$ cat config.mk
export PLATFORM = sky130hd
export DESIGN_NAME = an_decode_argmax_seq
export DESIGN_NICKNAME = d
export VERILOG_FILES = /design/src/rtl/an_pkg.sv /design/src/rtl/an_seq_divider.sv /design/src/rtl/an_decode_argmax_seq.sv
export SDC_FILE = /design/constraint.sdc
export NUM_CORES = 1
export LEC_CHECK = 0
export ABC_AREA = 1
export BUFFER_PORTS_ARGS = -buffer_cell sky130_fd_sc_hd__buf_2
export CAP_MARGIN = 15
export CORE_UTILIZATION = 55
export CTS_CLUSTER_DIAMETER = 200
export DETAILED_ROUTE_END_ITERATION = 12
export MAX_ROUTING_LAYER = met4
export PLACE_DENSITY_LB_ADDON = 0.2
export SYNTH_ARGS = -nofsm -noshare
export SYNTH_HDL_FRONTEND = slang
export SYNTH_SLANG_ARGS = --single-unit
export TNS_END_PERCENT = 10
$ cat constraint.sdc
create_clock -name clk -period 5.54 [get_ports clk]
set_clock_uncertainty 0.05 [all_clocks]
set_input_delay 1.108 -clock clk [delete_from_list [all_inputs] [get_ports clk]]
set_output_delay 1.108 -clock clk [all_outputs]
set_load 0.02 [all_outputs]
$ cat src/rtl/an_pkg.sv
// Shared definitions for the sequential AN-code decode / argmax stage.
package an_pkg;

    localparam int CW_W_DEF  = 29;
    localparam int MSG_W_DEF = 24;
    localparam int A_DEF     = 59;

    localparam logic [1:0] ST_IDLE = 2'd0;
    localparam logic [1:0] ST_DIV  = 2'd1;
    localparam logic [1:0] ST_EVAL = 2'd2;
    localparam logic [1:0] ST_DONE = 2'd3;

    typedef enum logic [1:0] {
        S_IDLE = ST_IDLE,
        S_DIV  = ST_DIV,
        S_EVAL = ST_EVAL,
        S_DONE = ST_DONE
    } an_state_t;

    // Magnitude of a sign-extended two's complement value.
    function automatic logic [63:0] an_abs(input logic [63:0] v);
        return v[63] ? (64'd0 - v) : v;
    endfunction

    // Re-applies a captured sign to an unsigned magnitude.
    function automatic logic [63:0] an_u2s(input logic [63:0] mag, input logic neg);
        return neg ? (64'd0 - mag) : mag;
    endfunction

endpackage

$ cat src/rtl/an_seq_divider.sv
// Restoring unsigned divider by a constant, one quotient bit per cycle.
// o_done is high during the final step; quotient/remainder are valid the
// following cycle and hold until the next start.
module an_seq_divider #(
    parameter int CW_W = 29,
    parameter int A    = 59
) (
    input  logic            clk,
    input  logic            rst,
    input  logic            i_start,
    input  logic [CW_W-1:0] i_dividend,
    output logic [CW_W-1:0] o_quotient,
    output logic [CW_W-1:0] o_remainder,
    output logic            o_done
);
    localparam int CNT_W = $clog2(CW_W + 1);
    localparam int DW    = CW_W + 1;
    localparam logic [DW-1:0] DIVISOR = DW'(A);

    logic [CW_W-1:0]  r_quo;
    logic [CW_W-1:0]  r_rem;
    logic [CNT_W-1:0] r_cnt;
    logic [DW-1:0]    w_trial;
    logic             w_fit;

    assign w_trial = {r_rem, r_quo[CW_W-1]};
    assign w_fit   = (w_trial >= DIVISOR);

    // Load on start, then shift/subtract one bit per cycle until the count expires.
    always_ff @(posedge clk) begin
        if (rst) begin
            r_quo <= '0;
            r_rem <= '0;
            r_cnt <= '0;
        end else if (i_start) begin
            r_quo <= i_dividend;
            r_rem <= '0;
            r_cnt <= CNT_W'(CW_W);
        end else if (r_cnt != '0) begin
            r_rem <= w_fit ? CW_W'(w_trial - DIVISOR) : w_trial[CW_W-1:0];
            r_quo <= {r_quo[CW_W-2:0], w_fit};
            r_cnt <= r_cnt - 1'b1;
        end
    end

    assign o_quotient  = r_quo;
    assign o_remainder = r_rem;
    assign o_done      = (r_cnt == CNT_W'(1));

endmodule

$ cat src/rtl/an_decode_argmax_seq.sv
// Time-shared AN-code check/decode of N_CH codewords with argmax over the
// decoded messages and a per-channel residue error report.
//
//   state | meaning
//   IDLE  | waiting for valid; samples layer_in
//   DIV   | divider running on |cw[ch]|
//   EVAL  | residue check, signed decode, argmax update for ch
//   DONE  | ready pulse; results held on outputs
module an_decode_argmax_seq
    import an_pkg::*;
#(
    parameter int N_CH     = 10,
    parameter int CW_W     = CW_W_DEF,
    parameter int MSG_W    = MSG_W_DEF,
    parameter int A        = A_DEF,
    parameter int MASK_ERR = 1
) (
    input  logic                      clk,
    input  logic                      rst,
    input  logic                      valid,
    input  logic [N_CH*CW_W-1:0]      layer_in,
    output logic                      busy,
    output logic                      ready,
    output logic [31:0]               predict,
    output logic [N_CH-1:0]           err_mask,
    output logic [$clog2(N_CH+1)-1:0] err_count
);
    localparam int IDX_W = (N_CH > 1) ? $clog2(N_CH) : 1;
    localparam int ECW   = $clog2(N_CH + 1);

    an_state_t                r_state;
    logic [N_CH*CW_W-1:0]     r_layer;
    logic [IDX_W-1:0]         r_ch;
    logic                     r_neg;
    logic                     r_best_vld;
    logic signed [MSG_W-1:0]  r_best_q;
    logic [IDX_W-1:0]         r_best_idx;
    logic [N_CH-1:0]          r_mask_acc;
    logic [ECW-1:0]           r_cnt_acc;
    logic                     r_busy;
    logic                     r_ready;
    logic [31:0]              r_predict;
    logic [N_CH-1:0]          r_err_mask;
    logic [ECW-1:0]           r_err_count;

    logic                     w_last_ch;
    logic [IDX_W-1:0]         w_next_ch;
    logic [CW_W-1:0]          w_src_cw;
    logic                     w_src_neg;
    logic [CW_W-1:0]          w_dividend;
    logic                     w_start;
    logic [CW_W-1:0]          w_quo;
    logic [CW_W-1:0]          w_rem;
    logic                     w_div_done;
    logic                     w_err;
    logic signed [MSG_W-1:0]  w_q;
    logic                     w_take;

    assign w_last_ch = (r_ch == IDX_W'(N_CH - 1));
    assign w_next_ch = w_last_ch ? '0 : r_ch + 1'b1;

    // From IDLE the divider is loaded straight from the input bus, since the
    // layer register is written on the same edge.
    assign w_src_cw   = (r_state == S_IDLE) ? layer_in[CW_W-1:0]
                                            : r_layer[CW_W*w_next_ch +: CW_W];
    assign w_src_neg  = w_src_cw[CW_W-1];
    assign w_dividend = CW_W'(an_abs(64'(signed'(w_src_cw))));
    assign w_start    = ((r_state == S_IDLE) && valid) ||
                        ((r_state == S_EVAL) && !w_last_ch);

    an_seq_divider #(
        .CW_W (CW_W),
        .A    (A)
    ) u_div (
        .clk         (clk),
        .rst         (rst),
        .i_start     (w_start),
        .i_dividend  (w_dividend),
        .o_quotient  (w_quo),
        .o_remainder (w_rem),
        .o_done      (w_div_done)
    );

    assign w_err  = (w_rem != '0);
    assign w_q    = MSG_W'(an_u2s(64'(w_quo), r_neg));
    assign w_take = !(w_err && (MASK_ERR != 0)) && (!r_best_vld || (w_q > r_best_q));

    // Sequencing FSM with argmax tracking and registered result outputs.
    always_ff @(posedge clk) begin
        if (rst) begin
            r_state     <= S_IDLE;
            r_layer     <= '0;
            r_ch        <= '0;
            r_neg       <= 1'b0;
            r_best_vld  <= 1'b0;
            r_best_q    <= '0;
            r_best_idx  <= '0;
            r_mask_acc  <= '0;
            r_cnt_acc   <= '0;
            r_busy      <= 1'b0;
            r_ready     <= 1'b0;
            r_predict   <= '0;
            r_err_mask  <= '0;
            r_err_count <= '0;
        end else begin
            case (r_state)
                S_IDLE: begin
                    if (valid) begin
                        r_layer    <= layer_in;
                        r_ch       <= '0;
                        r_neg      <= w_src_neg;
                        r_best_vld <= 1'b0;
                        r_mask_acc <= '0;
                        r_cnt_acc  <= '0;
                        r_busy     <= 1'b1;
                        r_state    <= S_DIV;
                    end
                end
                S_DIV: begin
                    if (w_div_done) r_state <= S_EVAL;
                end
                S_EVAL: begin
                    r_mask_acc[r_ch] <= w_err;
                    r_cnt_acc        <= r_cnt_acc + ECW'(w_err);
                    if (w_take) begin
                        r_best_vld <= 1'b1;
                        r_best_q   <= w_q;
                        r_best_idx <= r_ch;
                    end
                    if (w_last_ch) begin
                        r_ready     <= 1'b1;
                        r_predict   <= w_take     ? 32'(r_ch) :
                                       r_best_vld ? 32'(r_best_idx) : 32'hFFFF_FFFF;
                        r_err_mask  <= r_mask_acc | (N_CH'(w_err) << r_ch);
                        r_err_count <= r_cnt_acc + ECW'(w_err);
                        r_state     <= S_DONE;
                    end else begin
                        r_ch    <= w_next_ch;
                        r_neg   <= w_src_neg;
                        r_state <= S_DIV;
                    end
                end
                S_DONE: begin
                    r_ready <= 1'b0;
                    r_busy  <= 1'b0;
                    r_state <= S_IDLE;
                end
                default: r_state <= S_IDLE;
            endcase
        end
    end

    assign busy      = r_busy;
    assign ready     = r_ready;
    assign predict   = r_predict;
    assign err_mask  = r_err_mask;
    assign err_count = r_err_count;

endmodule
==> results.py, run 1 <==
metrics = {
    "cts": {
        "holdBufCountCts": 0,
        "clock_sinks": 424,
        "cts_setup_buffers": 0,
        "clk_latency_ps": 600,
        "cts_tree": "done",
        "clkTransAtPathRegs_ps": 60,
        "clockBufferDepth": 3,
        "htree_num_levels": 2,
        "ctsResizeCount": 0,
        "cts_buffers": 47,
        "cts-root-buf": "clkbuf_16",
    },
    "cells_and_area": {
        "layout_commonest_cell": "nor2_1",
        "drive_gt1_share_pct": 14.56,
        "areaGrowthSynthToFinish_pct": 14.41,
        "final_cell_mix": "596 x nor2_1, 541 x nand2_1, 432 x o21ai_0",
        "nets": 3694,
        "fin_util_pct": 63.78,
    },
    "floorplan": {
        "io_pins": 341,
        "die-width_um": 199.7,
        "start_util_pct": 55.74,
        "die-area_sq_um": 39870,
        "die_h_um": 199.7,
        "core_area_sq_um": 38560,
        "rows": 72,
    },
    "synthesis": {
        "syn_area_sq_um": 21490,
        "yosysSeqAreaShare_pct": 39.49,
        "synth_seq_cells": 424,
        "yosys_warnings": 0,
        "syn_inst": 3197,
        "avgSynthCellArea_sq_um": 6.723,
        "yosysTopAreaCell": "dfxtp_1",
        "ys_types": 51,
        "synth_nets": 3521,
        "synth_flop_cell": "dfxtp_1",
        "yosys.area.top_type_share_pct": 39.49,
        "synth_edf_count": 0,
        "synth_area_leaders": "dfxtp_1 39%, nor2_1 10%, o21ai_0 10%",
        "ys_async_sr_fraction_pct": 0,
    },
    "drt": {
        "num_vias": 21750,
        "antenna_left": 0,
        "wl_per_cell_um": 16.83,
        "vias_per_cell": 5.535,
        "wirelength_um": 66150,
        "drc_errors": 0,
        "drtIter0Drc": 1795,
        "first_pass_iters": 5,
    },
    "run_status": {
        "status": "finished, final reports clean",
    },
    "timing": {
        "rsz0062_at_grt": "false",
        "final_max_slew_viol_count": 0,
        "worst_slew_pin_slew_ps": 1228,
        "relSlewSlack_pct": 18.14,
        "max_freq_mhz": 203.9,
        "finalCriticalPeriod_ps": 4904,
        "finalCritPeriodShare_pct": 88.53,
        "fin_ws_ps": 635.7,
        "hold_viol": 0,
        "setup_viol": 0,
        "finalSetupTns_ps": 0,
    },
    "critical_path": {
        "rr_worst_depth": 26,
        "worstPathRequired_ps": 5940,
        "crit_path_start_kind": "register",
        "crit_type": "register to register",
        "crit_arrival_ps": 5310,
        "crit_fanout": 38,
        "worst_setup_path_end_kind": "register",
    },
    "global_routing": {
        "grt_use_total_pct": 33.96,
        "grt_overflow": 0,
        "grt_max_degree": 274,
        "grt_first_pass_wirelength_um": 104900,
        "antenna_found_initial": 5,
        "grt_pass1_vias": 20150,
    },
    "worst_hold_path": {
        "min_path_cells": 2,
        "worstHoldPathType": "register to register",
    },
    "job": {
        "maxCapViolations": 0,
    },
    "placed_design": {
        "pre_cts_ws_ps": 789.3,
        "gp_congestion": 0.9428,
        "portBuffers": 340,
        "hpwl_um": 43580,
    },
    "power_and_ir_drop": {
        "leakage_nw": 11.24,
        "p_per_area_nw_per_um2": 396.3,
        "vdd_drop_max_v": 0.0002413,
    },
}
logic make-up (layout without fill, tap and decap cells):
group / count (synthesis) / after routing / synth area share (%)
compound gates: 779 / 779 / 19.41
xor+xnor: 54 / 54 / 2.201
fa+ha+maj: 31 / 31 / 1.805
buf+inv: 471 / 681 / 9.553
flops: 424 / 424 / 39.49
mux: 1 / 1 / 0.04657
other cells: 0 / 5 / 0
simple gates: 1437 / 1437 / 27.49
state kept, by name, summed over array words and instances (netlist names), 5 cells and up:
register and count:
r_layer 290, u_div.o_quotient 29, u_div.o_remainder 29, r_best_q 24, err_mask 10, r_mask_acc 10, predict 5, u_div.r_cnt 5
report_power, final:
group,internal [mW],switching [mW],leakage [nW]
clock,2.01,1.32,0.812
sequential,3.44,0.266,3.50
combinational,0.935,1.77,6.93
total,6.39,3.36,11.2
cells in the mapped netlist, types with 2 or more instances:
cell type and count:
nor2_4 3, inv_1 224, nand2_4 3, or2_2 9, o22ai_1 8, inv_2 7, buf_1 9, nand2_1 541
a21boi_0 29, xnor2_1 9, nor3_1 25, o21ai_0 432, buf_2 37, nor2_2 6, clkbuf_1 143, a21oi_1 234
nor4_1 6, nand2_2 8, nor2_1 600, a31oi_1 11, xor2_1 45, o31ai_1 2, a22oi_1 3, buf_6 13
o211ai_1 4, buf_4 37, a21oi_2 4, a22oi_2 2, o221ai_1 3, a211oi_1 25, dfxtp_1 424, nand4_1 30
o21ai_1 12, nand3_1 197, o32ai_1 2, ha_1 31, nand3b_1 4, o311a_1 2
worst max-delay path, stage by stage (launching register included):
cell and delay (ps):
dfxtp_1 340, inv_1 110, ha_1 160, inv_1 50, nor3_1 210, nand3_1 190
nor3_1 230, nand2_1 120, nor3_1 200, nand2_1 100, nor3_1 220, nand2_1 80
nand2_1 90, o21ai_0 110, xor2_1 190, ha_1 290, nand3_1 90, or3_1 340
nor4_1 390, nand2_1 140, nand4_1 110, nand3_1 130, a21oi_1 200, nand2_1 70
buf_4 250, o21ai_0 230, a21oi_1 70
metal layers:
metal	share of wire [%]	GRT usage, %	wire length, um
met1	45	43.94	29470
met2	45	53.32	30010
met3	6.6	4.709	4385
met4	3.5	13.77	2286
met5	0	-	0
through the flow:
stage | cells | power (mW) | hold slack, ps | area, sq um
3_3_place_gp | 3839 | 6.364 | 385.2 | 22920
6_report | 3930 | 9.745 | 397.2 | 24590
5_1_grt | 3930 | 10.32 | 413.1 | 24590
2_1_floorplan | 3197 | 5.691 | 374.4 | 21490
4_1_cts | 3925 | 9.739 | 398.3 | 24580
3_5_place_dp | 3839 | 6.421 | 389.5 | 22920
area by class of cell:
type / instances / area (sq um)
fillers: 3632 / 13970
multi-input cells: 2302 / 10970
flip-flops and latches: 424 / 8492
repair buffers: 363 / 1924
clock buffers: 70 / 1424
inverters: 232 / 888.4
well taps: 518 / 648.1
clock inverters: 16 / 229.0
diodes: 5 / 12.51
worst paths after layout:
path                                     end  slack [ps]                              from
setup reg to reg  r_best_idx[3]$_SDFFE_PP0P_         640  u_div.o_quotient[0]$_SDFFE_PP0P_
hold reg to reg    r_layer[271]$_SDFFE_PP0P_         400         r_layer[271]$_SDFFE_PP0P_
setup / recovery  r_best_idx[3]$_SDFFE_PP0P_         640  u_div.o_quotient[0]$_SDFFE_PP0P_
hold / removal     r_layer[271]$_SDFFE_PP0P_         400         r_layer[271]$_SDFFE_PP0P_
No activity file was read; power rests on OpenSTA's default activity.
==> inputs of run 2 (changes only) <==
--- a/config.mk
+++ b/config.mk
@@ -15,5 +15,6 @@
 export PLACE_DENSITY_LB_ADDON = 0.2
 export SYNTH_ARGS = -nofsm -noshare
 export SYNTH_HDL_FRONTEND = slang
+export SYNTH_HIERARCHICAL = 1
 export SYNTH_SLANG_ARGS = --single-unit
 export TNS_END_PERCENT = 10
==> results.py, run 2 <==
metrics = {
    "cts": {
        "clk_latency_ps": 600,
        "cts_tree": "done",
        "htree_num_levels": 2,
        "holdBufCountCts": 0,
        "cts_setup_buffers": 0,
        "cts_buffers": 45,
        "cts-root-buf": "clkbuf_16",
        "ctsResizeCount": 0,
        "clockBufferDepth": 3,
        "clkTransAtPathRegs_ps": 60,
        "clock_sinks": 424,
    },
    "synthesis": {
        "avgSynthCellArea_sq_um": 6.618,
        "yosysTopAreaCell": "dfxtp_1",
        "synth_nets": 3699,
        "syn_area_sq_um": 22340,
        "yosysSeqAreaShare_pct": 38.00,
        "synth_seq_cells": 424,
        "synth_flop_cell": "dfxtp_1",
        "yosys_warnings": 6,
        "synth_edf_count": 0,
        "yosys.area.top_type_share_pct": 38.00,
        "synth_area_leaders": "dfxtp_1 38%, nand2_1 12%, nor2_1 11%",
        "synth_common_cells": "741 x nand2_1, 637 x nor2_1, 424 x dfxtp_1, 378 x o21ai_0, 215 x nand3_1",
        "synth.most_common_cell": "nand2_1",
        "syn_inst": 3375,
        "ys_types": 51,
        "ys_async_sr_fraction_pct": 0,
    },
    "cells_and_area": {
        "drive_gt1_share_pct": 14.95,
        "layout_commonest_cell": "nand2_1",
        "nets": 3865,
        "nFillCells": 3755,
        "ff_latch_area_sq_um": 8492,
        "max_flop_register": "r_layer",
        "multi_input_area_sq_um": 11800,
        "largest_reg_flops": 290,
        "final_cell_mix": "739 x nand2_1, 636 x nor2_1, 423 x dfxtp_1",
        "areaGrowthSynthToFinish_pct": 13.07,
        "final_area_sq_um": 25260,
    },
    "timing": {
        "finalSetupTns_ps": 0,
        "finalCritPeriodShare_pct": 79.69,
        "fin_ws_ps": 1125,
        "worst_slew_pin_slew_ps": 1067,
        "rsz0062_at_grt": "false",
        "setup_viol": 0,
        "final_max_slew_viol_count": 0,
        "hold_viol": 0,
        "max_freq_mhz": 226.5,
        "finalCriticalPeriod_ps": 4415,
        "relSlewSlack_pct": 28.89,
    },
    "run_status": {
        "status": "finished, final reports clean",
    },
    "critical_path": {
        "crit_type": "register to register",
        "worstPathRequired_ps": 5920,
        "cp_top_family": "simple AND/OR/NAND/NOR gates",
        "crit_path_start_kind": "register",
        "cpPeakStageDelay_ps": 980,
        "crit_arrival_ps": 4790,
        "path_buf_inv": 1,
        "cp_common_cell": "nand3_1",
        "crit_fanout": 86,
        "worst_setup_path_end_kind": "register",
        "path_cells": "nand2_4 -> nand2_4 -> buf_4 -> nand4_1 -> nand3_1 -> nand3_1 -> a21oi_2 -> ha_1 -> nand3_1 -> nor2_2 -> nand3_2 -> nor2_2 -> nand3_1 -> nand3_1 -> nand2_1 -> a22oi_1 -> a21oi_1",
        "crit_slowest_cell": "dfxtp_4",
    },
    "floorplan": {
        "core_area_sq_um": 39910,
        "start_util_pct": 55.96,
        "rows": 73,
        "die-area_sq_um": 41420,
        "die_h_um": 203.5,
        "io_pins": 341,
        "die-width_um": 203.5,
    },
    "global_routing": {
        "grt_max_degree": 231,
        "grt_first_pass_wirelength_um": 111000,
        "antenna_found_initial": 7,
        "grt_overflow": 0,
        "grt_use_total_pct": 34.36,
        "grt_pass1_vias": 21090,
    },
    "drt": {
        "wl_per_cell_um": 17.04,
        "drc_errors": 0,
        "first_pass_iters": 6,
        "drtIter0Drc": 2212,
        "antenna_left": 0,
        "wirelength_um": 69950,
        "vias_per_cell": 5.529,
        "num_vias": 22700,
    },
    "power_and_ir_drop": {
        "vdd_drop_max_v": 0.0002533,
        "power_mw": 9.297,
        "leakage_nw": 11.72,
        "p_per_area_nw_per_um2": 368.1,
    },
    "placed_design": {
        "placed_cell_area_sq_um": 23660,
        "pre_cts_ws_ps": 1310,
        "portBuffers": 340,
        "gp_congestion": 0.9597,
        "hpwl_um": 49480,
    },
    "job": {
        "maxCapViolations": 0,
    },
    "worst_hold_path": {
        "worstHoldPathType": "register to register",
    },
}
[run 2: changes by cell type in the layout (fill, tap and decap cells not counted), moves of 17 or more]
cell,delta
nand2_1,+198
o21ai_0,-54
a211oi_1,-21
nand3_1,+18
a31oi_1,+17
inv_1,-28
a21oi_1,-49
nor2_1,+40
[run 2: final timing paths]
path	from	endpoint	slack (ps)	depth (start not counted)
setup / recovery	r_ch[0]$_SDFFE_PP0P_	u_div/o_quotient[22]$_SDFFE_PP0P_	1130	17
setup reg to reg	r_ch[0]$_SDFFE_PP0P_	u_div/o_quotient[22]$_SDFFE_PP0P_	1130	17
hold / removal	r_layer[89]$_SDFFE_PP0P_	r_layer[89]$_SDFFE_PP0P_	400	2
hold reg to reg	r_layer[89]$_SDFFE_PP0P_	r_layer[89]$_SDFFE_PP0P_	400	2
[run 2: per-stage QoR]
stage | hold WS (ps) | util, % | instances
2_1_floorplan | 379.2 | - | 3375
3_3_place_gp | 390.8 | 59.28 | 4018
3_5_place_dp | 395.0 | 59.28 | 4018
4_1_cts | 405.2 | 63.20 | 4097
5_1_grt | 422.2 | 63.28 | 4105
6_report | 404.6 | 63.28 | 4105
[run 2: worst min-delay path, delay by kind of cell (launching register included)]
kind | cells | cell delay [ps]
buffers and inverters | 1 | 60
flip-flops | 1 | 300
AO/OA/AOI/OAI | 1 | 50
[run 2: final cells by class]
cell class | instances | share of cell area, %
antenna | 7 | 0.06936
clock buffer | 67 | 5.340
clock inverter | 12 | 0.8422
inverter | 211 | 3.210
multi-input combinational | 2496 | 46.72
sequential | 424 | 33.62
tap | 525 | 2.601
timing repair buffer | 363 | 7.599
[run 2: routing by layer]
| metal | GRT usage [%] | part of all wire, % | up-vias |
|---|---|---|---|
| met5 | - | 0 | - |
| met4 | 13.61 | 3.6 | 0 |
| met3 | 3.563 | 6.7 | 133 |
| met2 | 53.35 | 45 | 909 |
| met1 | 45.86 | 45 | 10450 |
| li1 | - | - | 11210 |
[run 2: cell families (layout without fill, tap and decap cells)]
| family | count (synthesis) | after routing | synth area share, % |
|---|---|---|---|
| AO/OA/AOI/OAI | 683 | 683 | 16.54 |
| XOR/XNOR | 49 | 49 | 1.921 |
| adder cells (fa/ha/maj) | 31 | 31 | 1.736 |
| buffers and inverters | 455 | 653 | 9.254 |
| flip-flops | 424 | 424 | 38.00 |
| other | 0 | 7 | 0 |
| AND/OR/NAND/NOR | 1733 | 1733 | 32.55 |
[run 2: where the power goes]
group	switching, mW	internal, mW
logic	1.61	0.869
registers	0.263	3.36
clock network	1.28	1.92
total	3.15	6.15
